$ cat src/rtl/munoc_elastic_fifo.sv
// Elastic FIFO with sticky over/underflow error, synchronous flush and freeze.
// Define MUNOC_ELASTIC_FIFO_BYPASS_EN for same-cycle write-to-read pass-through when empty.
module munoc_elastic_fifo #(
    parameter int BW_DATA      = 8,
    parameter int DEPTH        = 4,
    parameter int AFULL_MARGIN = 1
) (
    input  logic                         clk,
    input  logic                         rstnn,
    input  logic                         enable,
    input  logic                         clear,
    output logic                         wready,
    output logic                         wfull,
    output logic                         walmost_full,
    input  logic                         wrequest,
    input  logic [BW_DATA-1:0]           wdata,
    output logic                         rready,
    output logic                         rempty,
    input  logic                         rrequest,
    output logic [BW_DATA-1:0]           rdata,
    output logic [$clog2(DEPTH+1)-1:0]   count,
    output logic                         error
);

    localparam int CW = $clog2(DEPTH + 1);
    localparam int PW = (DEPTH > 1) ? $clog2(DEPTH) : 1;
    localparam logic [CW-1:0] FULL_LEVEL  = CW'(DEPTH);
    localparam logic [CW-1:0] AFULL_LEVEL = CW'(DEPTH - AFULL_MARGIN);
    localparam logic [PW-1:0] LAST_PTR    = PW'(DEPTH - 1);

    logic [BW_DATA-1:0] mem [DEPTH];
    logic [PW-1:0]      wptr;
    logic [PW-1:0]      rptr;
    logic               wr_acc;
    logic               rd_acc;
    logic               pass_thru;
    logic               push;
    logic               pop;
    logic               err_set;

    assign wfull        = (count == FULL_LEVEL);
    assign rempty       = (count == '0);
    assign walmost_full = (count >= AFULL_LEVEL);

    // clear blocks both sides so a flush never races a transfer
    assign wready = enable & ~clear & ~wfull;

`ifdef MUNOC_ELASTIC_FIFO_BYPASS_EN
    assign rready    = enable & ~clear & (~rempty | wrequest);
    assign rdata     = rempty ? wdata : mem[rptr];
    assign pass_thru = rempty & wr_acc & rd_acc;
`else
    assign rready    = enable & ~clear & ~rempty;
    assign rdata     = mem[rptr];
    assign pass_thru = 1'b0;
`endif

    assign wr_acc  = wrequest & wready;
    assign rd_acc  = rrequest & rready;
    // a pass-through beat touches neither storage nor pointers
    assign push    = wr_acc & ~pass_thru;
    assign pop     = rd_acc & ~pass_thru;
    assign err_set = enable & ((wrequest & ~wready) | (rrequest & ~rready));

    always_ff @(posedge clk) begin
        if (rstnn && push) begin
            mem[wptr] <= wdata;
        end
    end

    always_ff @(posedge clk) begin
        if (!rstnn || clear) begin
            wptr  <= '0;
            rptr  <= '0;
            count <= '0;
            error <= 1'b0;
        end else begin
            if (push) begin
                wptr <= (wptr == LAST_PTR) ? '0 : wptr + PW'(1);
            end
            if (pop) begin
                rptr <= (rptr == LAST_PTR) ? '0 : rptr + PW'(1);
            end
            if (push && !pop) begin
                count <= count + CW'(1);
            end else if (pop && !push) begin
                count <= count - CW'(1);
            end
            if (err_set) begin
                error <= 1'b1;
            end
        end
    end

endmodule
$ cat config.mk
export PLATFORM = sky130hd
export DESIGN_NAME = munoc_elastic_fifo
export DESIGN_NICKNAME = d
export VERILOG_FILES = /design/src/rtl/munoc_elastic_fifo.sv
export SDC_FILE = /design/constraint.sdc
export NUM_CORES = 1
export LEC_CHECK = 0
export ABC_AREA = 1
export CAP_MARGIN = 20
export CORE_MARGIN = 2
export CORE_UTILIZATION = 55
export CTS_CLUSTER_DIAMETER = 150
export CTS_CLUSTER_SIZE = 12
export DETAILED_ROUTE_END_ITERATION = 12
export DONT_BUFFER_PORTS = 1
export PLACE_DENSITY_LB_ADDON = 0.08
export SLEW_MARGIN = 5
export SYNTH_ARGS = -nofsm -noshare
export SYNTH_HDL_FRONTEND = slang
export SYNTH_SLANG_ARGS = --single-unit
$ cat constraint.sdc
create_clock -name clk -period 1.9 [get_ports clk]
set_input_delay 0.38 -clock clk [delete_from_list [all_inputs] [get_ports clk]]
set_output_delay 0.38 -clock clk [all_outputs]
set_load 0.02 [all_outputs]
# --- After elaboration in Yosys (flattened, before gate mapping) ---
# Memories as Yosys holds them, arrays and structs flattened. A register that Yosys moved wholly into a read port is not among the register bits.
# Cells that the tools add are included.
classes:
  n_addsub: 4
  magnitude_cmp: 1
  eq_ne: 3
  muxes: 8
  bitwise: 14
  n_reduce_logical: 9
op_table:
  columns: ["op", "count"]
  rows:
  - ["$and A1 B1 Y1", 8]
  - ["$mux W2", 4]
  - ["$mux W3", 2]
  - ["$not A1 Y1", 5]
  - ["$add A2 B1 Y2 const B", 2]
  - ["$eq A2 B2 Y1 const B", 2]
  - ["$add A3 B1 Y3 const B", 1]
  - ["$eq A3 B3 Y1 const B", 1]
  - ["$ge A3 B2 Y1 const B", 1]
  - ["$logic_and A1 B1 Y1", 3]
  - ["$logic_not A1 Y1", 3]
  - ["$logic_not A3 Y1", 1]
  - ["$sub A3 B1 Y3 const B", 1]
  - ["$mux W1", 2]
  - ["$reduce_bool A2 Y1", 1]
  - ["$logic_or A1 B1 Y1", 1]
  - ["$or A1 B1 Y1", 1]
totals:
  reg_bits: 8
  ramBits: 32
  input_bits: 14
  output_inout_bits: 17
  elab_cells: 44
  memories: 1
memory_table:
  columns: ["name", "depth", "word_bits", "rd", "rd_ports_with_merged_regs", "write_ports", "line_no", "text"]
  rows:
  - ["mem", 4, 8, 1, 1, 1, "31", "logic [BW_DATA-1:0] mem [DEPTH];"]

# --- Depth between registers and ports, before layout ---
# Gate-level depths: netlist of the first run.
logic_depth:
  word_depth: 8
  ltp_mapped: 14
  ltp_nobuf: 14

# --- Worst setup path before layout of the first run ---
# No wires, ideal clock.
synth_timing:
  path_type: "flip-flop to flip-flop"
  startpoint: "register count[0]"
  endpoint: "register count[2]"
  setup_time_ns: 0.113
  arrival_time_ns: 1.800
  t_required_ns: 1.787
  path_slack_ns: -0.013
  stages_incl_launch_ff: 12
  path_buffers: 0
  synth_period_minus_slack_ns: 1.913
  cell_sequence: "dfxtp_1 > nor2_2 > nand2_2 > nand2_4 > nor2_8 > ha_1 > inv_1 > fa_1 > a21oi_1 > o21ai_0 > nor2_1 > nor2_1"
synth_via:
  elab_chain_len: 7
  elab_cells_between_ends: 17
  cone_classes: "2 x add/sub; 1 x eq/ne; 2 x mux; 6 x bitwise; 6 x reduce/logical"
synth_rtl:
  columns: ["element", "line_no", "text"]
  rows:
  - ["from (decl)", "21", "output logic [$clog2(DEPTH+1)-1:0] count,"]
  - ["from (signal assigned)", "85", "count <= count + CW'(1);"]
  - ["from (signal assigned)", "87", "count <= count - CW'(1);"]
  - ["$eq A3 B3 Y1 (*)", "41", "assign wfull = (count == FULL_LEVEL);"]
  - ["$not A1 Y1 (*)", "46", "assign wready = enable & ~clear & ~wfull;"]
  - ["$and A1 B1 Y1 (*)", "46", null]
  - ["$and A1 B1 Y1 (*)", "58", "assign wr_acc = wrequest & wready;"]
  - ["net push", "37", "logic push;"]
  - ["$logic_not A1 Y1", "86", "end else if (pop && !push) begin"]
  - ["$logic_and A1 B1 Y1", "86", null]
  - ["$reduce_bool A2 Y1 (no source line)", null, null]
# Mark *: on every way through the listed nets, which the timed path passes. The rest lies on a longest branch. The select of a mux whose other input is x is not followed.
# A chain may end at the register's enable or synchronous reset.

# --- Worst setup path in the final report of the first run ---
layout_timing:
  startpoint: "register count[0]"
  endpoint: "register count[2]"
layout_via:
  elab_chain_len: 7
  elab_cells_between_ends: 17
  cone_classes: "2 x add/sub; 1 x eq/ne; 2 x mux; 6 x bitwise; 6 x reduce/logical"
layout_rtl:
  columns: ["element", "line_no"]
  rows:
  - ["$eq A3 B3 Y1 or $logic_not A3 Y1 (tied branches)", "41, 42"]
  - ["$not A1 Y1, on equally long branches", "46, 53"]
  - ["$and A1 B1 Y1, on equally long branches", "46, 53"]
  - ["$and A1 B1 Y1, on equally long branches", "58, 59"]
  - ["$logic_not A1 Y1, on equally long branches", "86, 84"]
  - ["$logic_and A1 B1 Y1, on equally long branches", "86, 84"]
  - ["$reduce_bool A2 Y1 (no source line) or $mux W3 (tied branches)", null]
# Several ways; a longest one is shown, not always the timed one. The select of a mux whose other input is x is not followed.

==> key figures, run 1 <==
Critical path
  – Endpoint of the worst register-to-register path: count[2]
  – CP Max Fanout: 3
  – CP startpoint: count[0]
  – Critical path data arrival time: roughly 2100 ps
  – Crit path required time: ~2200 ps
  – R2R Path Start: count[0]
  – Crit start category: register
  – R2R cell count: 13
  – CP Capture Type: register
  – WS Path Type: register to register
  – Critical path destination: count[2]
  – Reg-to-reg slack, setup: 100 ps

GRT
  – Largest net degree at the start of global routing: 17
  – Global-route wire length before repair: between 4 and 5 mm
  – Grt ovf: 0
  – GRT Total Usage: about a fifth
  – Number of global-route vias before repair: ~1100
  – Initial antenna violation count: 0

Placement
  – Placed Cells: 217
  – Port bufs: 0
  – Post-DP HPWL: 2.19 mm
  – Pre-CTS worst setup slack: 15.2 ps
  – GPL Wtd Cong: between 0.7 and 0.8

Timing
  – Crit path time final: roughly 1800 ps
  – Worst Setup Slack, final: between 90 and 100 ps
  – Final Hold Fails: 0
  – Rel. slew slack: a little over four fifths
  – Fmax: between 500 and 600 MHz
  – Setup violations, final: 0
  – Setup TNS: 0 ps
  – Period utilization: between 90% and 100%
  – RSZ-0062 raised after global routing: yes
  – Clk_skew: ~11 ps
  – Pins Over Slew Limit: 0
  – Slew @ Worst Pin: 246 ps

Routing
  – DRT antenna net count: 0
  – Pre-antenna DRT Iters: 4
  – Final wirelength: 3.05 mm
  – Met3 routed wirelength: 166 µm
  – Via count: 1137
  – Initial drt markers: 29
  – DR WL met2: around 1.6 mm
  – DR top layer: met4
  – Vias per inst: slightly above 5
  – Drt drc: 0
  – Metal1 wirelength: ~1.2 mm
  – Drt wl/cell: ~14 µm

Synthesis
  – Seq/Total Area, Yosys: between 60% and 70%
  – Adder-cell share of the synthesized area: under 10%
  – Largest area contributor in the netlist: edfxtp_1
  – Top-area cell type share of the netlist area: between 50% and 60%
  – Mapped Cells: approximately 160
  – Synth cell types: 19
  – Syn Nets: around 180
  – Synth Area in Simple Gates: roughly 13%
  – Synth Area in Compound Gates: 10.2%
  – Post-synthesis sequential element count: 42
  – YS warnings: 0
  – Mux cell area share after synthesis: 0%
  – Mean post-synth cell area: 11.3 µm²
  – Mapped Area: around 1800 µm²
  – Top cells by area, synth: edfxtp_1 54%, dfxtp_1 11%, nor2_1 5.7%
  – Xor-xnor portion of the synthesized cell area: 0.495%
  – Main combinational cell family by area after synthesis: simple AND/OR/NAND/NOR gates

Final layout
  – ANT cells: 0
  – Layout area overhead: 14.3%
  – # fillers: 265
  – Layout cell share with drive strength beyond 1: a little under a quarter
  – Final design utilization: 66.3%
  – Final #Nets: 201
  – Post-Layout Cell Count: around 230

Clocking
  – Clock Latency Late Sink: ~350 ps
  – H-tree levels: 2
  – Clk Tree Root Cell: clkbuf_4
  – CTS buffer count: 5
  – # clock sinks: 42
  – Post-CTS setup buffer count: 0
  – CTS tree: yes
  – Clk slew on worst S/H paths: around 120 ps
  – Maximum clock path buffer count: 2

Die
  – Initial Utilization: around 58%
  – Die height: ~61 µm
  – Core ar.: a little over 3000 µm²
  – Chip width: ~61 µm
  – IO Pins: 31
  – Die area: 3690 µm²
  – Number of cell rows: 20

Status
  – Outcome: complete, no violations

Power
  – Maximum VDD drop: 0.468 mV
  – Pwr dens: 758 nW/µm²
  – Leakage power: just over 0.8 nW

Hold path
  – Worst Hold Class: primary input to register

Run
  – Number of max-cap violations: 0
[how the worst min path moves through the flow]
| stage | endpoint | cells after the start | startpoint | slack [ps] |
|---|---|---|---|---|
| floorplan | register | 2 | rptr[1] | 460 |
| global placement | rptr[1] | 2 | rptr[1] | 480 |
| detailed placement | mem[3][7] | 0 | wdata[7] | 480 |
| CTS | mem[3][3] | 0 | wdata[3] | 100 |
| global route | mem[1][0] | 0 | wdata[0] | 80 |
| finish | mem[2][3] | 0 | wdata[3] | 120 |
[sequential cells by signal (all words and copies together), names as in the netlist, named ones only]
signal and flops:
mem 32, wptr 2, rptr 2, error 1, count 3
[cells in the final DEF, fill, tap and decap left out]
cell type   count
dfxtp_1         8
nor2_1         27
nor2_4          1
edfxtp_1       32
inv_2           5
xor2_1          1
o21ai_1         1
buf_4          19
clkinvlp_4      1
o21ai_0        19
dfxtp_2         2
inv_1          16
nand3_1         2
fa_1            1
nor2_8          1
clkinv_2        1
clkbuf_4        5
clkbuf_8        1
a21oi_1         5
nand2_2         3
ha_1            6
nand2_4         2
nand2_1        13
a21oi_2         1
o22ai_1         8
[metal layers]
layer / track usage [%] / up-vias
met5: 0 / -
met2: 36.3 / 30
li1: - / 575
met1: 18.1 / 525
met3: 6.82 / 7
met4: 9.32 / 0
[logic make-up after synthesis]
logic type,Yosys count
buf+inv,23
compound gates,34
flops,42
xor+xnor,1
simple gates,49
fa+ha+maj,7
[through the flow]
step | power [mW] | hold slack (ps) | cell area, µm²
3_3_place_gp | 1.09 | 478 | 1950
2_1_floorplan | 1.08 | 457 | 1770
3_5_place_dp | 1.10 | 479 | 1950
6_report | 1.53 | 115 | 2020
4_1_cts | 1.55 | 96.1 | 2010
5_1_grt | 1.60 | 79.2 | 2020
[layout make-up]
type	instances	area, µm²	share of cell area, %
clock buffers	6	51.3	2.53
clock inverters	2	12.5	0.618
inverters	21	78.8	3.89
multi-input cells	91	520	25.7
flip-flops and latches	42	1160	57.5
well taps	44	55.1	2.72
repair buffers	19	143	7.05
[worst max-delay path, stage by stage (launching register included)]
cell and delay [ps]:
dfxtp_2 360, nor2_4 120, nand2_1 90, nand2_2 80
inv_2 50, nand2_4 60, ha_1 130, inv_1 70
fa_1 400, a21oi_2 120, o21ai_1 80, nand2_1 60
nand2_1 40, nor2_1 90
[report_power, final]
| part | switching [mW] | leakage [nW] | internal, mW |
|---|---|---|---|
| registers | 0.00621 | 0.370 | 0.994 |
| logic | 0.0503 | 0.404 | 0.0269 |
| clock network | 0.279 | 0.0343 | 0.178 |
[timing repair]
action | CTS | global route
gates resized for setup | 0 | 6
endpoints found under the setup margin | 0 | 10
hold buffers | 0 | 0
[cells in the mapped netlist]
cell	count
nand3_1	2
buf_4	1
nand2_1	13
xor2_1	1
a21oi_1	6
nor2_1	27
buf_6	1
nand2_4	2
inv_1	18
nor2_2	1
nor2_8	1
nand2_2	3
fa_1	1
dfxtp_1	10
o21ai_0	20
edfxtp_1	32
inv_2	3
o22ai_1	8
ha_1	6
Power figures use the tool's default switching activity.
==> run 2: changes to the inputs <==
Clock period 1.9 ns to 1.7 ns, I/O delays scaled along.
==> run 2 against run 1 <==
The run now ends with setup timing left. Clock power up 6.1%. Clock skew down 1.6 ps. Non-clock buffer count up 5. Power up 11%. Sequential power up 11%. Cell count up 2.2%. Maximum frequency up 4.1%. Count of clock-buffer cells in the layout up 1. Critical path depth unchanged. Cell area up 6.3%. First-iteration DRC count down 24%. Flip-flop and latch count unchanged.
==> key figures, run 2 (synthesized netlist as in run 1, its figures left out) <==
Power
  – Clk pwr share: between 20% and 30%
  – Int Pwr: 1.34 mW
  – Maximum VDD drop: 0.429 mV
  – Leakage power: between 0.8 and 0.9 nW
  – Pwr dens: 790 nW/µm²
  – Comb pwr share: under 10%
  – Sequential group share of total power: about two thirds
  – NetSw: about 0.36 mW
  – Net Sw Frac: between 20% and 30%

Timing
  – Setup TNS: -29.5 ps
  – RSZ-0062 raised after global routing: yes
  – Setup violations, final: 1
  – Slew @ Worst Pin: around 250 ps
  – Clk_skew: between 9 and 10 ps
  – Period utilization: 102%
  – Fmax: 578 MHz
  – Pins Over Slew Limit: 0
  – Final Hold Fails: 0
  – Crit path time final: between 1500 and 2000 ps
  – Worst Setup Slack, final: -29.5 ps
  – Rel. slew slack: 83.3%

Die
  – Chip width: between 60 and 70 µm
  – Die height: roughly 61 µm
  – Number of cell rows: 20
  – Die area: about 3700 µm²
  – Initial Utilization: between 50% and 60%
  – Core ar.: 3050 µm²
  – IO Pins: 31

Routing
  – DRT antenna net count: 0
  – Vias per inst: ~5.2
  – Initial drt markers: 22
  – Pre-antenna DRT Iters: 2
  – Final wirelength: roughly 3.2 mm
  – Drt drc: 0
  – Via count: between 1000 and 1500
  – Drt wl/cell: around 14 µm

Critical path
  – Critical path data arrival time: about 2000 ps
  – CP Max Fanout: 2
  – Crit start category: register
  – Crit path required time: about 2000 ps
  – Reg-to-reg slack, setup: -30 ps
  – WS Path Type: register to register
  – CP Capture Type: register

Clocking
  – CTS tree: yes
  – Cts hold-fix bufs: 0
  – Clock Latency Late Sink: about 330 ps
  – H-tree levels: 2
  – Maximum clock path buffer count: 2
  – Clk Tree Root Cell: clkbuf_4
  – CTS buffer count: 5
  – # clock sinks: 42
  – Clk slew on worst S/H paths: roughly 110 ps

Final layout
  – # fillers: 260
  – Register area: about 1200 µm²
  – Layout area overhead: 21.6%
  – Most frequent cells in the layout: 32 x edfxtp_1, 27 x nor2_1, 21 x buf_4
  – ANT cells: 0
  – Max FFs per register: 32
  – Layout cell share with drive strength beyond 1: about 33%
  – Final instance area: ~2200 µm²
  – Top reg by flops: mem
  – Area of the multi-input gates: around 570 µm²
  – Most common cell after layout, fill and taps aside: edfxtp_1
  – Final #Nets: 206
  – Post-Layout Cell Count: between 200 and 250
  – Top flop regs: mem x32, count x3

Hold path
  – Worst Hold Class: primary input to register

Status
  – Failing checks: setup timing
  – Outcome: finished, violations left

GRT
  – Largest net degree at the start of global routing: 17
  – Grt ovf: 0
  – Number of global-route vias before repair: ~1100
  – GRT Total Usage: between 10% and 20%
  – Global-route wire length before repair: about 4.9 mm
  – Initial antenna violation count: 0

Placement
  – Post-DP HPWL: 2.21 mm
  – GPL Wtd Cong: ~0.70
  – Placed Area: ~2000 µm²
  – Port bufs: 0
  – Placed Cells: between 200 and 250

Run
  – Number of max-cap violations: 0
run 2: power groups by stage:
stage	clock network (mW)	logic [mW]	registers (mW)
3_5_place_dp	0	0.0898	1.14
4_1_cts	0.504	0.0992	1.11
6_report	0.485	0.104	1.11
3_3_place_gp	0	0.0871	1.14
5_1_grt	0.553	0.115	1.11
2_1_floorplan	0	0.0621	1.14
run 2: worst paths after layout:
check / to / cells past startpoint / startpoint
max: count[2] / 13 / count[1]
min: mem[1][3] / 0 / wdata[3]
max reg2reg: count[2] / 13 / count[1]
min reg2reg: register / 2 / rptr[1]
run 2: layer usage:
| metal | wire (µm) | up-vias | global-route usage [%] | share of wire (%) |
|---|---|---|---|---|
| li1 | - | 588 | - | - |
| met1 | 1190 | 561 | 18.5 | 38 |
| met2 | 1760 | 32 | 35.8 | 55 |
| met3 | 178 | 6 | 6.61 | 5.6 |
| met4 | 46 | 0 | 7.45 | 1.4 |
| met5 | 0 | - | 0 | 0 |
run 2: timing repair:
item | 4_1_cts | 5_1_grt
buffers inserted | 4 | 2
setup endpoints to repair | 10 | 11
resized for setup | 11 | 18
pin swaps | 1 | 10
run 2: critical path, stage by stage (launching register included):
cell     delay, ps
dfxtp_4        370
nor2_4         120
nand2_2         90
nand2_4         80
inv_4           40
nand2_4         60
ha_4           140
inv_4           30
fa_2           350
a21oi_2        150
o21ai_2         80
nand2_1         60
nand2_1         40
nor2_1          70
run 2: area by class of cell:
type	count	share of cell area, %
clock inverters	1	0.233
clock buffers	7	2.56
repair buffers	24	9.07
inverters	21	4.13
well taps	44	2.56
multi-input cells	91	26.6
flip-flops and latches	42	54.8
run 2: through the flow:
| stage | hold WS [ps] | power (mW) | util, % | worst slack (ps) |
|---|---|---|---|---|
| 2_1_floorplan | 439 | 1.20 | - | -3.11 |
| 3_3_place_gp | 439 | 1.22 | 64.6 | 2.27 |
| 3_5_place_dp | 439 | 1.23 | 64.6 | -55.6 |
| 4_1_cts | 68.6 | 1.72 | 68.7 | -17.8 |
| 5_1_grt | 55.4 | 1.78 | 70.5 | -160 |
| 6_report | 88.5 | 1.70 | 70.5 | -29.5 |
==> run 3: changes to the inputs <==
Settings changed: REMOVE_ABC_BUFFERS from default to 1, SLEW_MARGIN 5 to default.
==> run 3 against run 2 <==
The run still ends with setup timing left. Power rose by 7.1%. Global-route usage rose by 1.2 points. Register-to-register slack got worse by 20 ps. First-iteration DRC count rose by 110%. Largest cell class unchanged.
==> key figures, run 3 (synthesized netlist as in run 1, its figures left out) <==
Status
  – Outcome: finished, violations left
  – Failing checks: setup timing

Routing
  – Via count: roughly 1200
  – Pre-antenna DRT Iters: 4
  – DRT antenna net count: 0
  – Drt drc: 0
  – Drt wl/cell: between 10 and 15 µm
  – Initial drt markers: 47
  – Vias per inst: around 5.1
  – Final wirelength: between 3 and 4 mm

Clocking
  – Clk Tree Root Cell: clkbuf_4
  – Clock Latency Late Sink: between 300 and 400 ps
  – Cts hold-fix bufs: 0
  – CTS buffer count: 5
  – CTS tree: yes
  – H-tree levels: 2
  – Maximum clock path buffer count: 2
  – # clock sinks: 42
  – Clk slew on worst S/H paths: 110 ps

GRT
  – Met1 Use GR: between 10% and 20%
  – Routing usage on met3: roughly 7.5%
  – Global-route wire length before repair: approximately 5.1 mm
  – Number of global-route vias before repair: between 1000 and 1500
  – Gr busiest metal: met2
  – GRT Total Usage: about a fifth
  – Grt ovf: 0
  – Largest net degree at the start of global routing: 17
  – Global-route track usage on met2: a little under two fifths
  – Initial antenna violation count: 0

Final layout
  – Layout cell share with drive strength beyond 1: 32.6%
  – Layout area overhead: 24.2%
  – Final design utilization: ~72%
  – Register area: about 1200 µm²
  – Most common cell after layout, fill and taps aside: edfxtp_1
  – Area of the multi-input gates: approximately 560 µm²
  – ANT cells: 0
  – Most frequent cells in the layout: 32 x edfxtp_1, 27 x nor2_1, 24 x buf_4
  – Top reg by flops: mem
  – Final #Nets: 210
  – Max FFs per register: 32
  – # fillers: about 220
  – Top flop regs: mem x32, count x3

Timing
  – Worst Setup Slack, final: -54.3 ps
  – Setup violations, final: 1
  – Rel. slew slack: 83.6%
  – Pins Over Slew Limit: 0
  – Slew @ Worst Pin: between 200 and 250 ps
  – Period utilization: 103%
  – RSZ-0062 raised after global routing: yes
  – Final Hold Fails: 0
  – Clk_skew: between 3 and 4 ps
  – Crit path time final: roughly 1800 ps
  – Fmax: 570 MHz

Critical path
  – CP Max Fanout: 2
  – CP Capture Type: register
  – WS Path Type: register to register
  – Crit start category: register
  – Critical path data arrival time: about 2000 ps
  – Reg-to-reg slack, setup: -50 ps
  – Crit path required time: 1940 ps

Placement
  – GPL Wtd Cong: about 0.73
  – Port bufs: 0
  – Pre-CTS worst setup slack: -181 ps
  – Post-DP HPWL: 2.26 mm

Run
  – Number of max-cap violations: 0

Power
  – Comb pwr share: 5.9%
  – Pwr dens: just over 800 nW/µm²
  – Clk pwr share: roughly a third
  – Net Sw Frac: approximately 20%
  – NetSw: 0.357 mW
  – Leakage power: about 0.9 nW
  – Maximum VDD drop: ~0.76 mV
  – Int Pwr: roughly 1.5 mW
  – Sequential group share of total power: between 60% and 70%

Die
  – Chip width: approximately 61 µm
  – Die area: approximately 3700 µm²
  – Number of cell rows: 20
  – Die height: slightly above 60 µm
  – Initial Utilization: between 50% and 60%
  – Core ar.: 3050 µm²
  – IO Pins: 31

Hold path
  – Worst Hold Class: primary input to register
==> run 3: cell count changes in the layout (fill, tap and decap cells not counted), sizes merged <==
cell | before | now
buf | 24 | 27
bufinv | 0 | 1
clkbuf | 7 | 8
clkinv | 1 | 0
==> run 3: what timing repair did <==
item | CTS | global route
cloned | 0 | 1
resized for setup | 17 | 25
endpoints found under the setup margin | 10 | 9
buffers inserted | 2 | 1
pin swaps | 5 | 15
==> run 3: worst paths after layout <==
kind | startpoint | endpoint | cells past startpoint
setup / recovery | count[0] | count[2] | 12
hold / removal | wdata[6] | mem[1][6] | 0
setup reg to reg | count[0] | count[2] | 12
hold reg to reg | rptr[0] | register | 2
==> run 3: stage by stage <==
| stage | power, mW | hold WS [ps] | setup TNS (ps) | instances | cell area [µm²] |
|---|---|---|---|---|---|
| final | 1.82 | 85.4 | -54.3 | 234 | 2200 |
| after global routing | 1.89 | 55.9 | -356 | 234 | 2200 |
| after CTS | 1.84 | 72.4 | -42.4 | 232 | 2120 |
| after detailed placement | 1.23 | 439 | -253 | 222 | 1990 |
| after global placement | 1.23 | 439 | -55.8 | 222 | 1990 |
| after floorplan | 1.20 | 439 | -422 | 154 | 1750 |
==> run 3: power groups by stage <==
stage | Clock (mW) | Combinational [mW] | Sequential [mW]
after floorplan | 0 | 0.0581 | 1.14
after global placement | 0 | 0.0899 | 1.14
after detailed placement | 0 | 0.0940 | 1.14
after CTS | 0.620 | 0.105 | 1.12
after global routing | 0.659 | 0.118 | 1.12
final | 0.598 | 0.108 | 1.11
==> run 3: cell type report <==
type,instances,area share [%]
flip-flops and latches,42,53.3
clock buffers,7,2.05
well taps,44,2.50
multi-input cells,91,25.7
repair buffers,28,11.0
clock inverters,1,1.37
inverters,21,4.04
==> run 3: metal layers <==
metal  vias up  wire [µm]  share of wire, %
li1        597          -                 -
met1       553       1230                38
met2        34       1780                54
met3         8        180               5.5
met4         0         78               2.4
met5         -          0                 0
==> run 3: worst max-delay path, cell delays in order, from the launching register on <==
cell,delay (ps)
dfxtp_2,350
nor2_4,120
nand2_2,70
nand2_2,70
inv_2,50
nand2_4,70
ha_4,130
inv_2,40
fa_2,360
a21oi_2,160
o21ai_2,70
nor2_1,110
nor2_1,50
